## src/rtl/bike_sampler_bram_loader.sv

```systemverilog
// bike_sampler_bram_loader
//   Fills the two-polynomial shared BRAM during the sampling phase. 32-bit
//   random words arrive over a valid/ready handshake. Polynomial 0 is written
//   through sample port 0 and polynomial 1 through sample port 1. Unused bits
//   of each polynomial's final word are masked off.
//
// Ports
//   clk, resetn         clock, synchronous active-high reset
//   start               one-cycle request to fill both polynomials
//   rnd_valid/ready     random word handshake, rnd_data is the word
//   sampling            selects the sampling ports of the shared BRAM
//   ren0/1_samp         read enables, always 0
//   wen0/1_samp         write enables, ports 0 and 1
//   addr0/1_samp        write addresses
//   din0/1_samp         write data
//   busy                fill in progress
//   done                one-cycle pulse after the final write
//   hw0, hw1            Hamming weight of each written polynomial
//                       (present only with BIKE_SAMPLER_HW_COUNT_EN defined)
module bike_sampler_bram_loader #(
    parameter int unsigned R_BITS    = 12323,
    parameter int unsigned DWORDS    = (R_BITS + 31) / 32,
    parameter int unsigned LOGDWORDS = 9
) (
    input  logic                 clk,
    input  logic                 resetn,
    input  logic                 start,
    input  logic                 rnd_valid,
    output logic                 rnd_ready,
    input  logic [31:0]          rnd_data,
    output logic                 sampling,
    output logic                 ren0_samp,
    output logic                 ren1_samp,
    output logic                 wen0_samp,
    output logic                 wen1_samp,
    output logic [LOGDWORDS-1:0] addr0_samp,
    output logic [LOGDWORDS-1:0] addr1_samp,
    output logic [31:0]          din0_samp,
    output logic [31:0]          din1_samp,
    output logic                 busy,
    output logic                 done
`ifdef BIKE_SAMPLER_HW_COUNT_EN
   ,output logic [$clog2(R_BITS+1)-1:0] hw0,
    output logic [$clog2(R_BITS+1)-1:0] hw1
`endif
);

    localparam int unsigned          TAIL      = R_BITS % 32;
    localparam logic [31:0]          LAST_MASK = (TAIL == 0) ? '1 : ((32'd1 << TAIL) - 32'd1);
    localparam logic [LOGDWORDS-1:0] LAST_IDX  = LOGDWORDS'(DWORDS - 1);

    typedef enum logic [2:0] {IDLE, FILL0, FILL1, FLUSH, DONE} state_t;

    state_t                state_q, state_d;
    logic [LOGDWORDS-1:0]  cnt_q, cnt_d;
    logic                  sampling_q, sampling_d;
    logic                  busy_q, busy_d;
    logic                  done_q, done_d;
    logic                  wen0_q, wen0_d, wen1_q, wen1_d;
    logic [LOGDWORDS-1:0]  addr0_q, addr0_d, addr1_q, addr1_d;
    logic [31:0]           din0_q, din0_d, din1_q, din1_d;
    logic                  accept;
    logic [31:0]           masked;

`ifdef BIKE_SAMPLER_HW_COUNT_EN
    logic [$clog2(R_BITS+1)-1:0] hw0_q, hw0_d, hw1_q, hw1_d;

    function automatic logic [5:0] popcount32(input logic [31:0] w);
        logic [5:0] n;
        n = '0;
        for (int unsigned i = 0; i < 32; i++) begin
            n = n + 6'(w[i]);
        end
        return n;
    endfunction
`endif

    always_comb begin
        state_d    = state_q;
        cnt_d      = cnt_q;
        addr0_d    = addr0_q;
        addr1_d    = addr1_q;
        din0_d     = din0_q;
        din1_d     = din1_q;
        wen0_d     = 1'b0;
        wen1_d     = 1'b0;
        // done is registered from the DONE state, so it lands three cycles
        // after the final accept while the last write has already retired.
        done_d     = (state_q == DONE);
`ifdef BIKE_SAMPLER_HW_COUNT_EN
        hw0_d      = hw0_q;
        hw1_d      = hw1_q;
`endif
        rnd_ready  = (state_q == FILL0) || (state_q == FILL1);
        accept     = rnd_ready && rnd_valid;
        masked     = (cnt_q == LAST_IDX) ? (rnd_data & LAST_MASK) : rnd_data;

        unique case (state_q)
            IDLE: begin
                // busy_q is still high during the done pulse, which blocks
                // a start coinciding with it.
                if (start && !busy_q) begin
                    state_d = FILL0;
                    cnt_d   = '0;
`ifdef BIKE_SAMPLER_HW_COUNT_EN
                    hw0_d   = '0;
                    hw1_d   = '0;
`endif
                end
            end
            FILL0: begin
                if (accept) begin
                    wen0_d  = 1'b1;
                    addr0_d = cnt_q;
                    din0_d  = masked;
`ifdef BIKE_SAMPLER_HW_COUNT_EN
                    hw0_d   = hw0_q + $bits(hw0_q)'(popcount32(masked));
`endif
                    if (cnt_q == LAST_IDX) begin
                        cnt_d   = '0;
                        state_d = FILL1;
                    end else begin
                        cnt_d   = cnt_q + 1'b1;
                    end
                end
            end
            FILL1: begin
                if (accept) begin
                    wen1_d  = 1'b1;
                    addr1_d = cnt_q;
                    din1_d  = masked;
`ifdef BIKE_SAMPLER_HW_COUNT_EN
                    hw1_d   = hw1_q + $bits(hw1_q)'(popcount32(masked));
`endif
                    if (cnt_q == LAST_IDX) begin
                        cnt_d   = '0;
                        state_d = FLUSH;
                    end else begin
                        cnt_d   = cnt_q + 1'b1;
                    end
                end
            end
            FLUSH:   state_d = DONE;
            DONE:    state_d = IDLE;
            default: state_d = IDLE;
        endcase

        // Held through the done pulse, dropped the cycle after.
        sampling_d = (state_d != IDLE) || (state_q == DONE);
        busy_d     = sampling_d;
    end

    always_ff @(posedge clk) begin
        if (resetn) begin
            state_q    <= IDLE;
            cnt_q      <= '0;
            sampling_q <= 1'b0;
            busy_q     <= 1'b0;
            done_q     <= 1'b0;
            wen0_q     <= 1'b0;
            wen1_q     <= 1'b0;
            addr0_q    <= '0;
            addr1_q    <= '0;
            din0_q     <= '0;
            din1_q     <= '0;
`ifdef BIKE_SAMPLER_HW_COUNT_EN
            hw0_q      <= '0;
            hw1_q      <= '0;
`endif
        end else begin
            state_q    <= state_d;
            cnt_q      <= cnt_d;
            sampling_q <= sampling_d;
            busy_q     <= busy_d;
            done_q     <= done_d;
            wen0_q     <= wen0_d;
            wen1_q     <= wen1_d;
            addr0_q    <= addr0_d;
            addr1_q    <= addr1_d;
            din0_q     <= din0_d;
            din1_q     <= din1_d;
`ifdef BIKE_SAMPLER_HW_COUNT_EN
            hw0_q      <= hw0_d;
            hw1_q      <= hw1_d;
`endif
        end
    end

    assign sampling   = sampling_q;
    assign busy       = busy_q;
    assign done       = done_q;
    assign ren0_samp  = 1'b0;
    assign ren1_samp  = 1'b0;
    assign wen0_samp  = wen0_q;
    assign wen1_samp  = wen1_q;
    assign addr0_samp = addr0_q;
    assign addr1_samp = addr1_q;
    assign din0_samp  = din0_q;
    assign din1_samp  = din1_q;
`ifdef BIKE_SAMPLER_HW_COUNT_EN
    assign hw0        = hw0_q;
    assign hw1        = hw1_q;
`endif

endmodule

```

## config.mk

```make
export PLATFORM = sky130hd
export DESIGN_NAME = bike_sampler_bram_loader
export DESIGN_NICKNAME = d
export VERILOG_FILES = /design/src/rtl/bike_sampler_bram_loader.sv
export SDC_FILE = /design/constraint.sdc
export NUM_CORES = 1
export LEC_CHECK = 0
export BUFFER_PORTS_ARGS = -buffer_cell sky130_fd_sc_hd__buf_4
export CORE_MARGIN = 1
export CORE_UTILIZATION = 53
export CTS_CLUSTER_DIAMETER = 200
export DETAILED_ROUTE_END_ITERATION = 7
export HOLD_SLACK_MARGIN = 0.08
export PLACE_DENSITY = 0.83
export SLEW_MARGIN = 20
export SYNTH_ARGS = -nofsm -noshare
export SYNTH_HDL_FRONTEND = slang
export SYNTH_SLANG_ARGS = --single-unit
```

## constraint.sdc

```tcl
create_clock -name clk -period 3.2 [get_ports clk]
set_input_delay 0.16 -clock clk [delete_from_list [all_inputs] [get_ports clk]]
set_output_delay 0.16 -clock clk [all_outputs]
set_load 0.01 [all_outputs]
```

==> impl_metrics.prom <==
# TYPE chip_impl_metric gauge
chip_impl_metric{name="finalSetupTns",unit="ns"} 0
chip_impl_metric{name="p_comb_share",unit="%"} 9.8
chip_impl_metric{name="insertion_delay",unit="ns"} 0.36
chip_impl_metric{name="gpl_congestion",unit=""} 0.8218
chip_impl_metric{name="switchingPower",unit="W"} 0.0005470
chip_impl_metric{name="switching_share",unit="%"} 23.36
chip_impl_metric{name="total_die_area",unit="sq um"} 7389
chip_impl_metric{name="max_cap_viol_count",unit=""} 0
chip_impl_metric{name="fin_total_pwr",unit="W"} 0.002342
chip_impl_metric{name="drt_iter0_drc",unit=""} 162
chip_impl_metric{name="initial_utilization",unit="%"} 54.99
chip_impl_info{name="critical_path_class",value="reg2reg"} 1
chip_impl_metric{name="clkTransAtPathRegs",unit="ns"} 0.09
chip_impl_metric{name="final_layout_size_suffix_gt1_share",unit="%"} 25.25
chip_impl_info{name="min-delay-path-class",value="in2reg"} 1
chip_impl_metric{name="detailroute.via_count",unit=""} 3776
chip_impl_info{name="tritoncts_clock_tree",value="yes"} 1
chip_impl_metric{name="postcts_resize_cnt",unit=""} 0
chip_impl_metric{name="cts.sinks",unit=""} 98
chip_impl_metric{name="power-per-cell-area",unit="nW/um^2"} 452.4
chip_impl_metric{name="postLayoutCoreUtil",unit="%"} 76.19
chip_impl_metric{name="synthDistinctLibCells",unit=""} 38
chip_impl_metric{name="p_clk_share",unit="%"} 36.2
chip_impl_metric{name="maximum_number_of_pins_on_one_net_before_global_route_repair",unit=""} 91
chip_impl_metric{name="antenna_cells_inserted",unit=""} 0
chip_impl_metric{name="grt_first_pass_wirelength",unit="mm"} 15.56
chip_impl_metric{name="clock_skew",unit="ns"} 0.01192
chip_impl_info{name="crit-reg2reg-launch",value="state_q[1]"} 1
chip_impl_metric{name="vdd_drop_max",unit="V"} 0.0003219
chip_impl_metric{name="drt-pass1-iter-count",unit=""} 4
chip_impl_metric{name="post_drt_via_cell_ratio",unit=""} 5.472
chip_impl_info{name="ctsRootBufferMaster",value="sky130_fd_sc_hd__clkbuf_8"} 1
chip_impl_metric{name="fmax",unit="GHz"} 0.4429
chip_impl_metric{name="timing.final.crit_period",unit="ns"} 2.258
chip_impl_metric{name="worst_r2r_path_depth",unit=""} 5
chip_impl_metric{name="timing.final.setup_violations",unit=""} 0
chip_impl_metric{name="worst-path-max-fanout",unit=""} 24
chip_impl_metric{name="netlist_instances",unit=""} 457
chip_impl_metric{name="clock_path_buffers",unit=""} 2
chip_impl_metric{name="final_net_count",unit=""} 628
chip_impl_metric{name="final_report_hold_violation_count",unit=""} 0
chip_impl_info{name="critical_path.endpoint_type",value="register"} 1
chip_impl_metric{name="ys_async_sr_fraction",unit="%"} 0
chip_impl_metric{name="ffs_latches_synth",unit=""} 98
chip_impl_info{name="rsz_0062_raised_after_global_routing",value="no"} 1
chip_impl_info{name="status",value="finished, final reports clean"} 1
chip_impl_info{name="startpoint",value="state_q[1]"} 1
chip_impl_metric{name="dpl_cell_area",unit="sq um"} 4648
chip_impl_metric{name="worstPathArrival",unit="ns"} 2.54
chip_impl_metric{name="antenna_left",unit=""} 0
chip_impl_info{name="dominant_cell_by_count_in_the_synthesized_netlist",value="sky130_fd_sc_hd__nand2_1"} 1
chip_impl_info{name="critical_path.top_delay_family",value="simple AND/OR/NAND/NOR gates"} 1
chip_impl_metric{name="cellLeakagePower",unit="nW"} 2.030
chip_impl_metric{name="yosys_warnings",unit=""} 0
chip_impl_metric{name="avgSynthCellArea",unit="sq um"} 8.175
chip_impl_metric{name="routed_wl",unit="mm"} 10.25
chip_impl_info{name="crit_slowest_cell",value="sky130_fd_sc_hd__and2_1"} 1
chip_impl_metric{name="relSlewSlack",unit="%"} 40.22
chip_impl_metric{name="worst_margin_slew",unit="ns"} 0.8967
chip_impl_info{name="main_area_contributors_after_synthesis",value="sky130_fd_sc_hd__dfxtp_1 53%, sky130_fd_sc_hd__a21oi_1 12%, sky130_fd_sc_hd__nand2_1 11%, sky130_fd_sc_hd__nand3_1 8.2%, sky130_fd_sc_hd__clkbuf_1 2.5%"} 1
chip_impl_metric{name="cp_data_required_time",unit="ns"} 3.49
chip_impl_metric{name="synthToLayoutAreaGrowth",unit="%"} 38.55
chip_impl_metric{name="reg2reg_slack",unit="ns"} 0.94
chip_impl_metric{name="ctsHtreeMaxLevel",unit=""} 3
chip_impl_metric{name="design.core.area",unit="sq um"} 6794
chip_impl_metric{name="grt_usage",unit="%"} 26.92
chip_impl_info{name="yosysTopAreaCell",value="sky130_fd_sc_hd__dfxtp_1"} 1
chip_impl_metric{name="cp.buffers_inverters",unit=""} 1
chip_impl_metric{name="share_of_synthesized_area_occupied_by_flip_flops_and_latches",unit="%"} 52.51
chip_impl_metric{name="mapped_cell_area",unit="sq um"} 3736
chip_impl_metric{name="die_w",unit="microns"} 85.96
chip_impl_metric{name="drc_errors",unit=""} 0
chip_impl_info{name="synth_common_cells",value="110 x sky130_fd_sc_hd__nand2_1, 98 x sky130_fd_sc_hd__dfxtp_1, 90 x sky130_fd_sc_hd__a21oi_1"} 1
chip_impl_metric{name="num_rows",unit=""} 30
chip_impl_metric{name="share_seq_of_total_power",unit="%"} 53.9
chip_impl_metric{name="finish.instance_area",unit="sq um"} 5176
chip_impl_metric{name="synth-edff-count",unit=""} 0
chip_impl_metric{name="ios",unit=""} 126
chip_impl_metric{name="slew_violations",unit=""} 0
chip_impl_metric{name="first_global_vias",unit=""} 3445
chip_impl_metric{name="cts-buffers-inserted",unit=""} 9
chip_impl_info{name="setup.worst_path.start_class",value="register"} 1
chip_impl_metric{name="synth_top_cell_area_share",unit="%"} 52.51
chip_impl_info{name="timing.critical_path.cells",value="nor3b_1, and2_1, buf_4, nand3_1, a21oi_1"} 1
chip_impl_metric{name="timing.critical_path.slowest_cell_delay",unit="ns"} 0.61
chip_impl_metric{name="dieHeight",unit="microns"} 85.96
chip_impl_metric{name="grt.overflow.total",unit=""} 0
chip_impl_metric{name="internal_power",unit="W"} 0.001795
chip_impl_metric{name="cp_depth",unit=""} 5
chip_impl_metric{name="final.period_utilization",unit="%"} 70.56
chip_impl_metric{name="final_hold_slack",unit="ns"} 0.1820
chip_impl_metric{name="dp.final_hpwl",unit="mm"} 6.443
chip_impl_info{name="timing.rr.end",value="din1_samp[15]"} 1
chip_impl_metric{name="routedWlPerCell",unit="microns"} 14.86
chip_impl_info{name="primary_ff_master_synth",value="sky130_fd_sc_hd__dfxtp_1"} 1
chip_impl_metric{name="initial_antenna_violation_count",unit=""} 0
chip_impl_info{name="critical_path.endpoint",value="din1_samp[15]"} 1
chip_impl_metric{name="place.port_buffers",unit=""} 123
## final cells by class
type	instances	area, sq um
Sequential cell	98	1962
Fill cell	475	1618
Multi-Input combinational cell	314	1572
Timing Repair Buffer	162	1296
Clock buffer	11	131.4
Tap cell	96	120.1
Clock inverter	4	76.32
Inverter	5	18.77
## registers in the layout, indices dropped and copies added, names as in the netlist
name,flops
din0_samp,32
din1_samp,32
addr0_samp,9
addr1_samp,9
cnt_q,9
state_q,3
busy,1
done,1
wen0_samp,1
wen1_samp,1
## timing repair
item                                    in CTS  in global routing
hold endpoints to repair                    63                  0
buffers inserted                             0                  0
hold buffers                                32                  0
endpoints found under the setup margin       0                  0
## logic make-up (layout without fill, tap and decap cells)
group	count (synthesis)	in the layout	synth area share [%]
compound gates	103	103	15.14
xor+xnor	3	3	0.7034
fa+ha+maj	2	2	0.6697
buf+inv	46	182	5.760
flops	98	98	52.51
other cells	1	2	0.1004
simple gates	204	204	25.12
## tightest hold or removal path, stage by stage
cell                        delay (ns)
sky130_fd_sc_hd__buf_4            0.08
sky130_fd_sc_hd__a2111oi_0        0.07
sky130_fd_sc_hd__nor3_1           0.17
## power groups by stage
stage	clock network (W)	registers, W	logic [W]
6_report	0.000848	0.00126	0.000230
5_1_grt	0.000914	0.00127	0.000246
4_1_cts	0.000859	0.00126	0.000228
3_5_place_dp	0	0.00129	0.000194
3_3_place_gp	0	0.00129	0.000190
2_1_floorplan	0	0.00129	0.000101
## cells in the final DEF (no fill, tap or decap), drive strengths merged, types with 2 or more instances in the layout
master,synthesis,final
a21oi,90,90
nand2,110,110
buf,16,130
o31ai,4,4
bufinv,0,2
and2,2,2
ha,2,2
or3,3,3
inv,5,6
o21ai,3,3
a211oi,2,2
nand3,61,61
nor2,11,11
clkbuf,25,11
nor4,2,2
dlygate4sd3,0,32
xor2,2,2
and3b,2,2
or4,3,3
conb,1,2
nor3b,2,2
dfxtp,98,98
## metal layers
| metal | track usage (%) | vias up | routed length (microns) |
|---|---|---|---|
| met4 | 15.76 | 0 | 323 |
| met3 | 6.064 | 34 | 677 |
| met5 | 0 | - | 0 |
| li1 | - | 1804 | - |
| met1 | 30.52 | 1770 | 4050 |
| met2 | 46.39 | 168 | 5198 |
## how the worst min path moves through the flow
stage                           start            to  cells past startpoint
after floorplan           rnd_data[0]  din0_samp[0]                      2
after global placement    rnd_data[0]  din1_samp[0]                      3
after detailed placement  rnd_data[1]  din1_samp[1]                      3
after CTS                       start          busy                      3
after global routing        rnd_valid    state_q[0]                      3
final                           start          busy                      3
## through the flow
| stage | worst slack [ns] | std cells |
|---|---|---|
| 2_1_floorplan | 1.629 | 458 |
| 3_3_place_gp | 1.077 | 643 |
| 3_5_place_dp | 1.015 | 643 |
| 4_1_cts | 0.9726 | 690 |
| 5_1_grt | 0.7811 | 690 |
| 6_report | 0.9422 | 690 |
(Power assumes the default switching activity.)
